`src/rtl/axis_sink_serializer.sv`:
```
// Packet FIFO followed by a byte serializer: each buffered PKT_WIDTH-bit packet
// is emitted as an 8-bit AXI-Stream, most significant byte first, tlast on the final byte.
module axis_sink_serializer #(
  parameter int PKT_WIDTH = 16,
  parameter int DEPTH     = 4
) (
  input  logic                         clk,
  input  logic                         rst,
  input  logic [PKT_WIDTH-1:0]         s_axis_tdata,
  input  logic                         s_axis_tvalid,
  output logic                         s_axis_tready,
  output logic [7:0]                   m_axis_tdata,
  output logic                         m_axis_tvalid,
  input  logic                         m_axis_tready,
  output logic                         m_axis_tlast,
  output logic [$clog2(DEPTH+1)-1:0]   level
);

  localparam int NBYTES = PKT_WIDTH / 8;
  localparam int IDX_W  = (NBYTES > 1) ? $clog2(NBYTES) : 1;
  localparam int PTR_W  = $clog2(DEPTH);
  localparam int CNT_W  = $clog2(DEPTH + 1);

  typedef enum logic {
    IDLE,
    SEND
  } state_t;

  logic [PKT_WIDTH-1:0] mem [DEPTH];
  logic [PTR_W-1:0]     wr_ptr;
  logic [PTR_W-1:0]     rd_ptr;
  logic [CNT_W-1:0]     count;

  state_t               state;
  logic [IDX_W-1:0]     index;
  logic [PKT_WIDTH-1:0] shreg;

  logic push;
  logic pop;
  logic last_byte;
  logic byte_hs;

  // Readiness comes only from the registered count, so there is no path from m_axis_tready.
  assign s_axis_tready = !rst && (count != CNT_W'(DEPTH));
  assign push          = s_axis_tvalid && s_axis_tready;
  assign last_byte     = (index == IDX_W'(NBYTES - 1));
  assign byte_hs       = (state == SEND) && m_axis_tready;
  assign pop           = (count != '0) && ((state == IDLE) || (byte_hs && last_byte));

  always_ff @(posedge clk) begin
    if (push) begin
      mem[wr_ptr] <= s_axis_tdata;
    end
  end

  always_ff @(posedge clk) begin
    if (rst) begin
      wr_ptr <= '0;
      rd_ptr <= '0;
      count  <= '0;
    end else begin
      if (push) begin
        wr_ptr <= wr_ptr + PTR_W'(1);
      end
      if (pop) begin
        rd_ptr <= rd_ptr + PTR_W'(1);
      end
      case ({push, pop})
        2'b10:   count <= count + CNT_W'(1);
        2'b01:   count <= count - CNT_W'(1);
        default: count <= count;
      endcase
    end
  end

  // On the last byte the next packet is loaded in the same edge, so streams have no bubble.
  always_ff @(posedge clk) begin
    if (rst) begin
      state <= IDLE;
      index <= '0;
      shreg <= '0;
    end else begin
      case (state)
        IDLE: begin
          if (pop) begin
            shreg <= mem[rd_ptr];
            index <= '0;
            state <= SEND;
          end
        end
        SEND: begin
          if (m_axis_tready) begin
            if (!last_byte) begin
              shreg <= shreg << 8;
              index <= index + IDX_W'(1);
            end else if (pop) begin
              shreg <= mem[rd_ptr];
              index <= '0;
            end else begin
              state <= IDLE;
            end
          end
        end
        default: state <= IDLE;
      endcase
    end
  end

  assign m_axis_tvalid = !rst && (state == SEND);
  assign m_axis_tlast  = !rst && (state == SEND) && last_byte;
  assign m_axis_tdata  = rst ? 8'h00 : shreg[PKT_WIDTH-1 -: 8];
  assign level         = rst ? '0 : count;

endmodule

```
`config.mk`:
```
export PLATFORM = sky130hd
export DESIGN_NAME = axis_sink_serializer
export DESIGN_NICKNAME = d
export VERILOG_FILES = /design/src/rtl/axis_sink_serializer.sv
export SDC_FILE = /design/constraint.sdc
export NUM_CORES = 1
export LEC_CHECK = 0
export CAP_MARGIN = 20
export CORE_MARGIN = 3
export CORE_UTILIZATION = 61
export DETAILED_ROUTE_END_ITERATION = 12
export PLACE_DENSITY_LB_ADDON = 0.2
export SLEW_MARGIN = 20
export SYNTH_ARGS = -nofsm -noshare
export SYNTH_HDL_FRONTEND = slang
export SYNTH_SLANG_ARGS = --single-unit
```
`constraint.sdc`:
```
create_clock -name clk -period 6.65 [get_ports clk]
set_clock_uncertainty 0.1 [all_clocks]
set_input_delay 0.9975 -clock clk [delete_from_list [all_inputs] [get_ports clk]]
set_output_delay 0.9975 -clock clk [all_outputs]
set_load 0.005 [all_outputs]
```
==> out/metrics.yaml <==
status: "finished clean"
grt_first_pass_wirelength_um: 10330
die_y_um: 84.98
dp.cells: 342
period_share_pct: 59.18
routed_wl_um: 6346
drive_above_1_share_pct: 8.156
arrival_ns: 2.84
synth_nets: 277
tightest_slew_ns: 0.9958
p_leak_nw: 1.410
grt_usage_pct: 19.03
yosys_warnings: 0
max_freq_mhz: 254.1
path_delay_family: "buffers and inverters"
endpoint_kind: "primary output"
stdcell_count: 357
globalRouteOverflowTotal: 0
grt_pass1_vias: 2052
p_per_area_nw_per_um2: 352.3
rows: 28
start_kind: "primary input"
cp_slowest_cell: "clkdlybuf4s50_1"
synth.distinct_cells: 38
die_area_um2: 7222
vias: 2110
syn-cell-area_um2: 3805
synth_ff_type: "edfxtp_1"
cts_hold_buf: 0
antenna_left: 0
placed_cell_area_um2: 4143
crit_start: "rst"
cts-resized-gates: 0
wl_per_cell_um: 17.78
grt_max_degree: 23
start_util_pct: 63.51
synth_seq_area_share_pct: 64.72
hp-class: "reg -> reg"
antenna_found_initial: 0
required_ns: 5.55
crit_top_cell: "clkdlybuf4s50_1"
cts_buffers: 9
first_iter_violations: 122
relSlewSlack_pct: 33.52
cp_num_cells: 4
r2r_start: "state$_SDFF_PP0_"
design_area_um2: 4308
hpwl_um: 3975
critPathCapture: "level[0]"
avgSynthCellArea_um2: 15.16
path_cells: "clkdlybuf4s50_1 > buf_4 > nor2b_1 > clkdlybuf4s50_1"
timing.final.max_slew_violations: 0
die_x_um: 84.98
cts_root_buf: "clkbuf_8"
post-route-util_pct: 71.91
worstPathMaxFanout: 22
clockBufferDepth: 2
rsz0062_at_grt: "no"
io_buffers: 33
hold_viol: 0
finalSetupViolCount: 0
viasPerCell: 5.910
num_antenna_cells: 0
finalNetCount: 304
cts_tree: "yes"
postSynth.asyncResetShare_pct: 0
rrSetupSlack_ns: 3.96
ir_worst_vdd_mv: 0.2313
post_cts_buffers: 0
drv_cap: 0
crit_buf_inv: 3
insertion_delay_ns: 0.35
coreArea_um2: 5991
slowest_delay_ns: 0.94
r2r_end: "count[2]$_SDFFE_PP0P_"
worst-setup-path-type: "in -> out"
gp_congestion: 0.7711
reg2reg_depth: 7
drc_errors: 0
synth-seq-cells: 91
cts_sinks: 91
clk_pin_slew_ns: 0.08
htreeDepth: 3
synth-edff-count: 64
tns_ns: 0
fin_crit_ns: 3.936
pin_count: 34
area_growth_pct: 13.22
total_power_mw: 1.518
netlist_instances: 251
first_pass_iters: 4
==> power breakdown <==
part / leakage [nW] / internal [mW] / total [mW] / switching, mW
clock: 0.0792 / 0.136 / 0.328 / 0.192
sequential: 0.802 / 0.694 / 0.792 / 0.0977
combinational: 0.529 / 0.208 / 0.398 / 0.190
total: 1.41 / 1.04 / 1.52 / 0.480
==> area by class of cell <==
cell class	instances	area [um^2]
clock buffers	10	127.6
inverters	20	75.07
multi-input cells	122	1174
fillers	378	1683
well taps	75	93.84
flip-flops and latches	91	2462
repair buffers	34	337.8
clock inverters	5	37.54
==> tightest hold or removal path, cell delays in order (launching register included) <==
cell,delay (ns)
dfxtp_1,0.32
inv_1,0.05
o32ai_1,0.07
==> cell usage after synthesis (6+ instances only) <==
library cell | n | area [um^2]
mux4_1 | 12 | 315.3
nand4b_1 | 7 | 61.31
dfxtp_1 | 27 | 540.5
clkbuf_1 | 7 | 26.28
nand3_1 | 16 | 80.08
o32ai_1 | 8 | 70.07
inv_1 | 20 | 75.07
a21oi_1 | 7 | 35.03
nand3b_1 | 8 | 60.06
a41oi_1 | 7 | 61.31
nor2b_1 | 13 | 81.33
edfxtp_1 | 64 | 1922
nor2_1 | 6 | 22.52
==> cells by family (layout without fill, tap and decap cells) <==
logic type,after synthesis,count (layout),share of synthesized area [%]
AO/OA/AOI/OAI,30,30,5.854
XOR/XNOR,2,2,0.4605
adder cells (fa/ha/maj),6,6,2.170
buffers and inverters,38,69,4.439
flip-flops,91,91,64.72
multiplexers,19,19,11.48
AND/OR/NAND/NOR,65,65,10.88
==> routing by layer <==
| layer | track usage [%] | part of all wire (%) |
|---|---|---|
| met5 | 0 | 0 |
| met4 | 7.338 | 1.3 |
| met3 | 4.951 | 5.2 |
| met2 | 29.87 | 48 |
| met1 | 25.78 | 46 |
==> flip-flops by register name, summed over array words and instances, names as in the netlist, named ones only <==
name    flops
shreg      16
count       3
rd_ptr      2
state       1
mem        64
index       1
wr_ptr      2
==> per-stage QoR <==
step	setup WS [ns]	hold WS, ns
after floorplan	3.879	0.3539
after global placement	2.688	0.3667
after detailed placement	2.566	0.3743
after CTS	2.694	0.3870
after global routing	2.587	0.4089
final	2.714	0.3907
==> placed cells by master, fill, tap and decap left out, types with 2 or more instances in the layout <==
cell type,synthesis,layout
a21oi_1,7,7
a41oi_1,7,7
and2_1,5,5
clkbuf_8,0,9
clkdlybuf4s50_1,0,33
clkinvlp_4,0,2
dfxtp_1,27,27
edfxtp_1,64,64
ha_1,5,5
inv_1,20,20
inv_6,0,2
mux2i_1,2,2
mux4_1,12,12
mux4_2,4,4
nand2b_1,2,2
nand3_1,16,16
nand3b_1,8,8
nand4b_1,7,7
nor2_1,6,6
nor2b_1,13,13
o21ai_0,3,3
o32ai_1,8,8
or3_1,4,4
==> worst min-delay path by stage <==
stage	startpoint	endpoint	slack, ns	depth (start not counted)
floorplan	shreg[7]$_SDFFE_PP0P_	shreg[7]$_SDFFE_PP0P_	0.35	2
global placement	shreg[7]$_SDFFE_PP0P_	shreg[7]$_SDFFE_PP0P_	0.37	2
detailed placement	shreg[1]$_SDFFE_PP0P_	shreg[1]$_SDFFE_PP0P_	0.37	2
CTS	shreg[1]$_SDFFE_PP0P_	shreg[1]$_SDFFE_PP0P_	0.39	2
global route	shreg[5]$_SDFFE_PP0P_	shreg[5]$_SDFFE_PP0P_	0.41	2
finish	shreg[1]$_SDFFE_PP0P_	shreg[1]$_SDFFE_PP0P_	0.39	2
(Power assumes the default switching activity.)
